--- src/rtl/pixel_plot_sink.sv ---
// Plot-request sink: queues (x, y, colour) requests, converts them to linear framebuffer
// addresses and drives a grant-handshaked write port; also runs full-screen clear sweeps.
// Optional statistics counters are built when PLOT_SINK_STATS_EN is defined.
module pixel_plot_sink #(
  parameter int DEPTH = 8,
  parameter int H_RES = 320,
  parameter int V_RES = 240
) (
  input  logic        clock,
  input  logic        resetn,
  input  logic        plot_valid,
  output logic        plot_ready,
  input  logic [8:0]  plot_x,
  input  logic [7:0]  plot_y,
  input  logic [2:0]  plot_colour,
  input  logic        clear_req,
  input  logic [2:0]  clear_colour,
  output logic        fb_we,
  input  logic        fb_grant,
  output logic [16:0] fb_addr,
  output logic [2:0]  fb_data,
  output logic        idle,
  output logic [15:0] drop_count,
  output logic [15:0] write_count
);

  localparam int PW = (DEPTH > 1) ? $clog2(DEPTH) : 1;
  localparam int CW = $clog2(DEPTH + 1);
  localparam logic [16:0] LAST_ADDR = 17'(H_RES * V_RES - 1);

  typedef enum logic {RUN, CLEAR} state_e;

  state_e          state_q, state_d;
  logic [CW-1:0]   occ_q, occ_d;
  logic [CW-1:0]   fifo_cnt_q, fifo_cnt_d;
  logic [PW-1:0]   wr_ptr_q, wr_ptr_d;
  logic [PW-1:0]   rd_ptr_q, rd_ptr_d;
  logic [19:0]     mem_q [DEPTH];
  logic            a_valid_q, a_valid_d;
  logic [19:0]     a_entry_q, a_entry_d;
  logic            we_q, we_d;
  logic [16:0]     addr_q, addr_d;
  logic [2:0]      data_q, data_d;
  logic            clr_pend_q, clr_pend_d;
  logic [2:0]      clr_col_q, clr_col_d;

  logic            in_range;
  logic [16:0]     plot_addr;
  logic            accept;
  logic            push_a;
  logic            wr_done;
  logic            run_done;
  logic            fifo_push;
  logic            fifo_pop;
  logic            clear_start;

  // occ_q counts every accepted in-range pixel not yet written: address stage,
  // FIFO and output register together, so plot_ready drops once DEPTH are in flight.
  assign in_range    = ({1'b0, plot_x} < 10'(H_RES)) && ({1'b0, plot_y} < 9'(V_RES));
  assign plot_addr   = 17'(plot_y) * 17'(H_RES) + 17'(plot_x);
  assign plot_ready  = resetn && (state_q == RUN) && !clr_pend_q && (occ_q != CW'(DEPTH));
  assign accept      = plot_valid && plot_ready;
  assign push_a      = accept && in_range;
  assign wr_done     = we_q && fb_grant;
  assign run_done    = wr_done && (state_q == RUN);
  assign fifo_push   = a_valid_q;
  assign fifo_pop    = (state_q == RUN) && (fifo_cnt_q != '0) && (!we_q || fb_grant);
  assign clear_start = (state_q == RUN) && clr_pend_q && (occ_q == '0);

  always_comb begin
    state_d    = state_q;
    occ_d      = occ_q + CW'(push_a) - CW'(run_done);
    fifo_cnt_d = fifo_cnt_q + CW'(fifo_push) - CW'(fifo_pop);
    wr_ptr_d   = wr_ptr_q + PW'(fifo_push);
    rd_ptr_d   = rd_ptr_q + PW'(fifo_pop);
    a_valid_d  = push_a;
    a_entry_d  = push_a ? {plot_addr, plot_colour} : a_entry_q;
    clr_pend_d = clr_pend_q;
    clr_col_d  = clr_col_q;
    we_d       = we_q;
    addr_d     = addr_q;
    data_d     = data_q;

    case (state_q)
      RUN: begin
        if (clear_req && !clr_pend_q) begin
          clr_pend_d = 1'b1;
          clr_col_d  = clear_colour;
        end
        if (fifo_pop) begin
          we_d             = 1'b1;
          {addr_d, data_d} = mem_q[rd_ptr_q];
        end else if (wr_done) begin
          we_d = 1'b0;
        end
        if (clear_start) begin
          state_d    = CLEAR;
          clr_pend_d = 1'b0;
          we_d       = 1'b1;
          addr_d     = '0;
          data_d     = clr_col_q;
        end
      end
      CLEAR: begin
        if (wr_done) begin
          if (addr_q == LAST_ADDR) begin
            we_d    = 1'b0;
            state_d = RUN;
          end else begin
            addr_d = addr_q + 17'd1;
          end
        end
      end
      default: state_d = RUN;
    endcase
  end

  always_ff @(posedge clock) begin
    if (!resetn) begin
      state_q    <= RUN;
      occ_q      <= '0;
      fifo_cnt_q <= '0;
      wr_ptr_q   <= '0;
      rd_ptr_q   <= '0;
      a_valid_q  <= 1'b0;
      a_entry_q  <= '0;
      we_q       <= 1'b0;
      addr_q     <= '0;
      data_q     <= '0;
      clr_pend_q <= 1'b0;
      clr_col_q  <= '0;
    end else begin
      state_q    <= state_d;
      occ_q      <= occ_d;
      fifo_cnt_q <= fifo_cnt_d;
      wr_ptr_q   <= wr_ptr_d;
      rd_ptr_q   <= rd_ptr_d;
      a_valid_q  <= a_valid_d;
      a_entry_q  <= a_entry_d;
      we_q       <= we_d;
      addr_q     <= addr_d;
      data_q     <= data_d;
      clr_pend_q <= clr_pend_d;
      clr_col_q  <= clr_col_d;
    end
  end

  always_ff @(posedge clock) begin
    if (resetn && fifo_push) begin
      mem_q[wr_ptr_q] <= a_entry_q;
    end
  end

  assign fb_we   = we_q;
  assign fb_addr = addr_q;
  assign fb_data = data_q;
  assign idle    = (occ_q == '0) && (state_q == RUN) && !clr_pend_q;

`ifdef PLOT_SINK_STATS_EN
  logic        drop;
  logic [15:0] drop_q;
  logic [15:0] wcnt_q;

  assign drop = accept && !in_range;

  always_ff @(posedge clock) begin
    if (!resetn) begin
      drop_q <= '0;
      wcnt_q <= '0;
    end else begin
      if (drop && (drop_q != '1)) drop_q <= drop_q + 16'd1;
      if (wr_done && (wcnt_q != '1)) wcnt_q <= wcnt_q + 16'd1;
    end
  end

  assign drop_count  = drop_q;
  assign write_count = wcnt_q;
`else
  assign drop_count  = '0;
  assign write_count = '0;
`endif

endmodule

--- config.mk ---
export PLATFORM = sky130hd
export DESIGN_NAME = pixel_plot_sink
export DESIGN_NICKNAME = d
export VERILOG_FILES = /design/src/rtl/pixel_plot_sink.sv
export SDC_FILE = /design/constraint.sdc
export NUM_CORES = 1
export LEC_CHECK = 0
export CAP_MARGIN = 10
export CORE_MARGIN = 5
export CORE_UTILIZATION = 45
export CTS_CLUSTER_SIZE = 20
export DETAILED_ROUTE_END_ITERATION = 16
export PLACE_DENSITY = 0.75
export SYNTH_ARGS = -nofsm -noshare
export SYNTH_HDL_FRONTEND = slang
export SYNTH_SLANG_ARGS = --single-unit
--- constraint.sdc ---
create_clock -name clock -period 4.06 [get_ports clock]
set_clock_uncertainty 0.15 [all_clocks]
set_input_delay 1.015 -clock clock [delete_from_list [all_inputs] [get_ports clock]]
set_output_delay 1.015 -clock clock [all_outputs]
set_load 0.05 [all_outputs]
### Word-level counts from Yosys, hierarchy flattened

Memory sizes are Yosys's and may differ from the RTL's. A register that Yosys moved wholly into a read port is not among the register bits.
Cells that the tools add are included.

* add/sub/neg operators: 8
* multipliers: 1
* divide/modulo/power cells: 0
* order comparisons: 2
* eq/ne operators: 7
* shifts and indexed selects: 0
* multiplexer cells: 22
* bitwise logic cells: 1
* reduce and logical (&&, ||, !) cells: 28

Operators by type and width (count)
* $mux 17: 4
* $pmux 17 s2: 1
* $add 17x1->17 const B: 1
* $add 17x9->17: 1
* $eq 17x17->1 const B: 1
* $logic_and 1x1->1: 16
* $mux 1: 12
* $mul 8x3->11 const B: 1
* $lt 9x9->1 const B: 1
* $mux 3: 3
* $add 4x1->4: 2
* $lt 8x8->1 const B: 1
* $ne 4x4->1 const B: 2
* $sub 4x1->4: 2
* $add 3x1->3: 2
* $reduce_and 2->1: 3
* $reduce_and 3->1: 2
* $logic_not 4->1: 1
* $ne 2x1->1 const B: 2
* $pmux 1 s2: 2
* $reduce_bool 2->1: 2
* $reduce_bool 4->1: 1
* $ne 3x3->1 const B: 1
* $logic_not 1->1: 2
* other kinds (3): 3

* register bits: 61
* bits in latches: 0
* bits in writable memories: 160
* memory bits (read-only): 0
* output and inout bits: 55
* word-level logic and storage cells: 82
* memories: 1

Memories
* mem_q: words 8, bits a word 20, read ports 1, clocked after Yosys merged registers in 1, write ports 1, line 38 `logic [19:0] mem_q [DEPTH];`

### Longest topological paths before layout

Gate-level depths: netlist of the first run.

* depth in word-level cells: 8
* gate-level depth with buffers: 13
* gate-level depth less buffers: 12

### Worst setup path after synthesis of the first run

Ideal clock, no wire load.

* kind: input -> register
* from: in resetn
* to: reg occ_q[2]
* arrival: 4.608 ns
* required time: 3.782 ns
* slack: -0.825 ns
* stages on the path: 12
* path through: inv_1 a2111oi_1 and4_1 inv_1 clkbuf_1 ha_1 inv_1 ha_1 inv_1 fa_1 xor2_1 nor2_1

* word-level cells in the longest chain between the ends: 7

Ends and longest elaborated chain
* from (decl): line 10 `input logic resetn,`
* $logic_and 1x1->1 (3 in a row): line 61 `assign plot_ready = resetn && (state_q == RUN) && !clr_pend_q && (occ_q != CW'(DEPTH));`
* via plot_ready: line 12 `output logic plot_ready,`
* $logic_and 1x1->1: line 62 `assign accept = plot_valid && plot_ready;`
* $logic_and 1x1->1: line 63 `assign push_a = accept && in_range;`
* $add 4x1->4: line 72 `occ_d = occ_q + CW'(push_a) - CW'(run_done);`
* $sub 4x1->4: line 72
* to (signal assigned): line 121 `occ_q <= '0;`
* to (signal assigned): line 134 `occ_q <= occ_d;`
* to (decl): line 34 `logic [CW-1:0] occ_q, occ_d;`

The timed path passes the listed nets, and every way through them passes these cells.
A chain may end at the register's enable or synchronous reset.

### Worst setup path in the final report of the first run

* from: in plot_y[1]
* to: reg a_entry_q[17]

* word-level cells in the longest chain between the ends: 3
* elaborated cells between the ends (all ways): 5

Ends and longest elaborated chain
* from (decl): line 14 `input logic [7:0] plot_y,`
* parallel branches: the longest is 3 deep, another holds $add 17x9->17
* to (signal assigned): line 139 `a_entry_q <= a_entry_d;`
* to (decl): line 40 `logic [19:0] a_entry_q, a_entry_d;`

Parallel ways; which one is timed is not known.

==> flow_summary.json, run 1 <==
{
  "grt_pass1_wl_microns": 32900,
  "post-route-period-util_pct": 87.0,
  "ys_seq_elements": 221,
  "die_h_microns": 158,
  "relSlewSlack_pct": 23.9,
  "synth_area_sq_um": 9920,
  "first_iter_violations": 578,
  "r2r-start": "occ_q[1]",
  "first_global_vias": 5923,
  "crit_path_start_kind": "input port",
  "cts_setup_buffers": 0,
  "synth_area_per_cell_sq_um": 14.0,
  "cpMostUsedCell": "ha_1",
  "pre_cts_ws_ns": 0.0342,
  "setup_tns_ns": 0,
  "dr.pass1.iters": 5,
  "routed_via_density": 5.75,
  "cts.htree.levels": 1,
  "final_nets": 833,
  "hp-class": "flop to flop",
  "required_ns": 4.28,
  "cts-resized-gates": 0,
  "rsz0062_at_grt": "false",
  "clock-sinks": 221,
  "p_per_area_nw_per_um2": 624,
  "end_kind": "flop",
  "ys_types": 66,
  "fillers": 1794,
  "cp.arrival_ns": 3.75,
  "max-vdd-ir-drop_mv": 0.247,
  "drc": 0,
  "hold_viol": 0,
  "ant_nets": 0,
  "die-area_sq_um": 25100,
  "max_cap_viol_count": 0,
  "dp_hpwl_microns": 13500,
  "grt_use_total_pct": 16.7,
  "gp_congestion": 0.829,
  "path_class": "input port to flop",
  "dieWidth_microns": 158,
  "synth_edf_count": 160,
  "gr-total-overflow": 0,
  "tightest_slew_ns": 1.14,
  "antenna_found_initial": 0,
  "wl_microns": 20900,
  "leakage_nw": 3.90,
  "grt_max_degree": 39,
  "finalCriticalPeriod_ns": 3.53,
  "layout_setup_ws_ns": 0.526,
  "cp_slowest_cell": "nor4b_1",
  "slew_viol_final": 0,
  "reg2reg_depth": 11,
  "cts_max_path_buffers": 3,
  "std_cell_rows": 54,
  "num_vias": 6133,
  "io_pins": 83,
  "clk_pin_slew_ns": 0.06,
  "numCtsBuffers": 23,
  "synth_warnings": 0,
  "fmax_mhz": 283,
  "status": "complete, no violations",
  "cts_tree": "built",
  "setup_viol": 0,
  "synth_cells": 710,
  "clkLatencyLatePin_ns": 0.49,
  "io_buffer_count": 50,
  "r2r_end": "occ_q[2]",
  "endpoint": "a_entry_q[17]",
  "startpoint": "plot_y[1]",
  "ys_seq_area_share_pct": 60.8,
  "ff2ff_setup_slack_ns": 1.02,
  "max_stage_delay_ns": 0.50,
  "synth-async-reset-ratio_pct": 0,
  "start_util_pct": 45.6,
  "hold_buffers": 0,
  "core_sq_um": 21800,
  "cp_max_fo": 4,
  "drive_gt1_share_pct": 15.4,
  "antennaDiodeCount": 0,
  "clockRootBuffer": "clkbuf_16",
  "synth_top_flop_cell": "edfxtp_1",
  "area_growth_pct": 16.1,
  "worstPathCellList": "clkdlybuf4s50_1 > ha_1 > ha_1 > fa_1 > a211oi_1 > o22ai_1 > nor4b_1 > xnor2_1 > a21oi_1",
  "wl_per_cell_microns": 19.6
}
-- logic make-up after synthesis --
| kind of cell | Yosys count | synth area share (%) |
|---|---|---|
| AO/OA/AOI/OAI | 127 | 9.16 |
| XOR/XNOR | 13 | 1.15 |
| adder cells (fa/ha/maj) | 35 | 4.72 |
| buffers and inverters | 96 | 5.15 |
| flip-flops | 221 | 60.8 |
| multiplexers | 60 | 11.1 |
| other | 1 | 0.0378 |
| AND/OR/NAND/NOR | 157 | 7.87 |
-- power breakdown --
part / switching, mW / internal [mW]
Combinational: 1.28 / 0.953
Sequential: 0.249 / 2.60
Clock: 0.822 / 1.27
-- sequential cells by signal, indices dropped and copies added (netlist names), 3 cells and up --
name,count
occ_q,4
rd_ptr_q,3
a_entry_q,20
fb_addr,17
mem_q,160
fb_data,3
fifo_cnt_q,4
clr_col_q,3
wr_ptr_q,3
-- cell type report --
| type | instances | area (sq um) | area share [%] |
|---|---|---|---|
| sequential | 221 | 6030 | 52.4 |
| inverter | 26 | 97.6 | 0.848 |
| timing repair buffer | 74 | 728 | 6.33 |
| multi-input combinational | 424 | 3550 | 30.8 |
| clock inverter | 11 | 136 | 1.18 |
| clock buffer | 30 | 623 | 5.41 |
| tap | 280 | 350 | 3.04 |
-- critical path, delay by kind of cell --
family | cells | cell delay (ns)
buffers and inverters | 1 | 0.45
adder cells (fa/ha/maj) | 3 | 1.01
XOR/XNOR | 1 | 0.18
AO/OA/AOI/OAI | 3 | 0.59
AND/OR/NAND/NOR | 1 | 0.50
-- cells in the mapped netlist, types with 5 or more instances --
master     count  area [sq um]
mux2i_1       17           170
nor2_1        32           120
o32a_1         5          50.1
a32o_1         6          60.1
nand3_1       17          85.1
buf_4         34           255
nor3_1        14          70.1
inv_1         26          97.6
and2_1        11          68.8
clkbuf_1      18          67.6
dfxtp_1       61          1220
mux4_2        40           901
a211oi_1       9          67.6
o22ai_1        6          37.5
o211ai_1       5          37.5
buf_2         12          60.1
o21ai_0       20           100
xnor2_1        9          78.8
a21oi_1       30           150
ha_1          31           388
o2111ai_1      6          52.6
nand2_1       44           165
buf_1          5          18.8
edfxtp_1     160          4800
nand4_1       12          75.1
-- per-layer routing --
| layer | track usage [%] | wire length (microns) | vias up |
|---|---|---|---|
| li1 | - | - | 2810 |
| met1 | 24.2 | 9080 | 3048 |
| met2 | 27.3 | 9890 | 241 |
| met3 | 2.50 | 1590 | 34 |
| met4 | 3.33 | 342 | 0 |
| met5 | 0 | 0 | - |
-- cell usage in the layout (no fill, tap or decap), types with 4 or more instances in the layout --
| master | n |
|---|---|
| a211oi_1 | 9 |
| a21oi_1 | 30 |
| a32o_1 | 6 |
| and2_1 | 11 |
| and4_1 | 4 |
| buf_12 | 4 |
| buf_4 | 21 |
| clkbuf_1 | 6 |
| clkbuf_16 | 24 |
| clkdlybuf4s50_1 | 49 |
| clkinv_2 | 4 |
| conb_1 | 32 |
| dfxtp_1 | 59 |
| edfxtp_1 | 160 |
| fa_1 | 4 |
| ha_1 | 31 |
| inv_1 | 26 |
| mux2i_1 | 17 |
| mux4_2 | 40 |
| nand2_1 | 44 |
| nand3_1 | 17 |
| nand4_1 | 12 |
| nor2_1 | 30 |
| nor3_1 | 8 |
| nor3_2 | 6 |
| o2111ai_1 | 6 |
| o211ai_1 | 5 |
| o21ai_0 | 20 |
| o221ai_1 | 4 |
| o22ai_1 | 6 |
| o32a_1 | 5 |
| o32ai_1 | 4 |
| xnor2_1 | 9 |
| xor2_1 | 4 |
-- worst min path at each step --
stage / start / end / slack (ns) / cells after the start
2_1_floorplan: clr_col_q[0] / clr_col_q[0] / 0.29 / 2
3_3_place_gp: clr_col_q[2] / clr_col_q[2] / 0.31 / 2
3_5_place_dp: clr_col_q[2] / clr_col_q[2] / 0.30 / 2
4_1_cts: clr_col_q[2] / clr_col_q[2] / 0.32 / 2
5_1_grt: clr_col_q[2] / clr_col_q[2] / 0.34 / 2
6_report: clr_col_q[2] / clr_col_q[2] / 0.32 / 2
-- per-stage QoR --
step | area (sq um) | hold slack [ns] | instances | utilization (%) | total power [mW]
finish | 11500 | 0.315 | 1066 | 52.9 | 7.18
global route | 11500 | 0.338 | 1066 | 52.9 | 7.56
CTS | 11500 | 0.315 | 1066 | 52.9 | 7.22
detailed placement | 10800 | 0.303 | 1025 | 49.4 | 5.12
floorplan | 10000 | 0.286 | 741 | - | 4.54
global placement | 10800 | 0.305 | 1025 | 49.4 | 5.09
No activity file was read; power rests on OpenSTA's default activity.
==> inputs of run 2 (changes only) <==
- PLACE_DENSITY: 0.75 -> unset
- SETUP_SLACK_MARGIN: unset -> 0.02
==> run 2 against run 1 <==
Compared with the run above:
- via count decreased by 1.2%
- flip-flop and latch count did not move
- first-iteration DRC count shrank 21%
- critical path depth did not move
- sequential power down 2%
- design area fell by 0.87%
- core utilization decreased by 0.46 points
==> flow_summary.json, run 2 (synthesized netlist as in run 1, its figures left out) <==
{
  "status": "complete, no violations",
  "fmax_mhz": 275,
  "setup_viol": 0,
  "die-area_sq_um": 25100,
  "drc": 0,
  "path_class": "input port to flop",
  "antennaDiodeCount": 0,
  "first_iter_violations": 458,
  "gr-total-overflow": 0,
  "grt_pass1_wl_microns": 34300,
  "setup_tns_ns": 0,
  "area_growth_pct": 15.1,
  "crit_path_start_kind": "input port",
  "io_buffer_count": 50,
  "worstHoldEndpoint": "clr_col_q[0]",
  "slew_viol_final": 0,
  "p_int_mw": 4.70,
  "r2r_end": "fb_addr[6]",
  "largest_register_ffs": 160,
  "clock-sinks": 221,
  "mostFrequentLayoutCell": "edfxtp_1",
  "ant_nets": 0,
  "final_nets": 831,
  "core_sq_um": 21800,
  "cp_max_fo": 4,
  "wl_microns": 21800,
  "hold_buffers": 0,
  "clockRootBuffer": "clkbuf_16",
  "power.total_mw": 7.07,
  "numCtsBuffers": 24,
  "largest_register": "mem_q",
  "holdWs_ns": 0.315,
  "p_comb_share_pct": 32.6,
  "layout_setup_ws_ns": 0.427,
  "cts-resized-gates": 0,
  "wl_per_cell_microns": 20.5,
  "io_pins": 83,
  "sw_frac_of_total_pct": 33.6,
  "dp_hpwl_microns": 14000,
  "ff2ff_setup_slack_ns": 1.02,
  "switching_power_mw": 2.38,
  "hp-start": "clr_col_q[0]",
  "worstHoldPathCells": 2,
  "dieWidth_microns": 158,
  "max_cap_viol_count": 0,
  "antenna_found_initial": 0,
  "grt_max_degree": 42,
  "grt_use_total_pct": 17.7,
  "clk_pin_slew_ns": 0.06,
  "required_ns": 4.29,
  "hp-class": "flop to flop",
  "leakage_nw": 3.86,
  "num_vias": 6061,
  "most-common-layout-cells": "160 x edfxtp_1, 59 x dfxtp_1, 49 x clkdlybuf4s50_1",
  "max-vdd-ir-drop_mv": 0.273,
  "tightest_slew_ns": 1.18,
  "post-route-period-util_pct": 89.5,
  "end_kind": "flop",
  "clkLatencyLatePin_ns": 0.51,
  "first_global_vias": 6176,
  "gp_congestion": 0.862,
  "start_util_pct": 45.6,
  "pwr-share-seq_pct": 39.6,
  "std_cell_rows": 54,
  "pre_cts_ws_ns": -0.0712,
  "p_clk_share_pct": 27.8,
  "p_per_area_nw_per_um2": 620,
  "finalCriticalPeriod_ns": 3.63,
  "relSlewSlack_pct": 20.9,
  "cp.arrival_ns": 3.86,
  "cts_setup_buffers": 0,
  "rsz0062_at_grt": "false",
  "r2r-start": "fb_addr[0]",
  "drive_gt1_share_pct": 15.0,
  "cts.htree.levels": 1,
  "routed_via_density": 5.69,
  "cts_max_path_buffers": 3,
  "reg2reg_depth": 6,
  "dr.pass1.iters": 5,
  "die_h_microns": 158,
  "hold_viol": 0,
  "cts_tree": "built"
}
[run 2: per-layer routing]
| layer | up-vias | track usage (%) | share of wire (%) |
|---|---|---|---|
| met3 | 34 | 2.42 | 5.1 |
| met2 | 162 | 30.0 | 50 |
| met5 | - | 0 | 0 |
| li1 | 2812 | - | - |
| met4 | 0 | 5.52 | 1.9 |
| met1 | 3053 | 23.9 | 43 |
[run 2: how the worst max path moves through the flow]
stage / startpoint / end / cells after the start
after CTS: plot_y[1] / a_entry_q[17] / 9
after detailed placement: plot_y[1] / a_entry_q[17] / 9
final: plot_y[1] / a_entry_q[17] / 9
after global placement: plot_y[1] / a_entry_q[17] / 9
after global routing: plot_y[1] / a_entry_q[17] / 9
after floorplan: resetn / occ_q[2] / 12
[run 2: worst max-delay path: stages]
cell and delay, ns:
clkdlybuf4s50_1 0.47, ha_1 0.33, ha_1 0.24, fa_1 0.47
a211oi_1 0.40, o22ai_1 0.16, nor4b_1 0.50, xnor2_1 0.19
a21oi_1 0.08
[run 2: layout make-up]
type | instances | area (sq um)
tap | 280 | 350
clock buffer | 32 | 662
fill | 1852 | 10300
sequential | 221 | 6030
multi-input combinational | 424 | 3550
clock inverter | 12 | 57.6
inverter | 26 | 97.6
timing repair buffer | 71 | 668
[run 2: through the flow]
| stage | instances | cell area (sq um) | utilization [%] |
|---|---|---|---|
| floorplan | 741 | 10000 | - |
| global placement | 1022 | 10700 | 49.1 |
| detailed placement | 1022 | 10700 | 49.1 |
| CTS | 1066 | 11400 | 52.5 |
| global route | 1066 | 11400 | 52.5 |
| finish | 1066 | 11400 | 52.5 |
[run 2: power by group through the flow]
| stage | Combinational, mW | Clock (mW) | Sequential (mW) |
|---|---|---|---|
| finish | 2.31 | 1.96 | 2.80 |
| global route | 2.52 | 2.13 | 2.83 |
| detailed placement | 2.33 | 0 | 2.85 |
| global placement | 2.28 | 0 | 2.84 |
| CTS | 2.33 | 2.01 | 2.80 |
| floorplan | 1.52 | 0 | 3.03 |
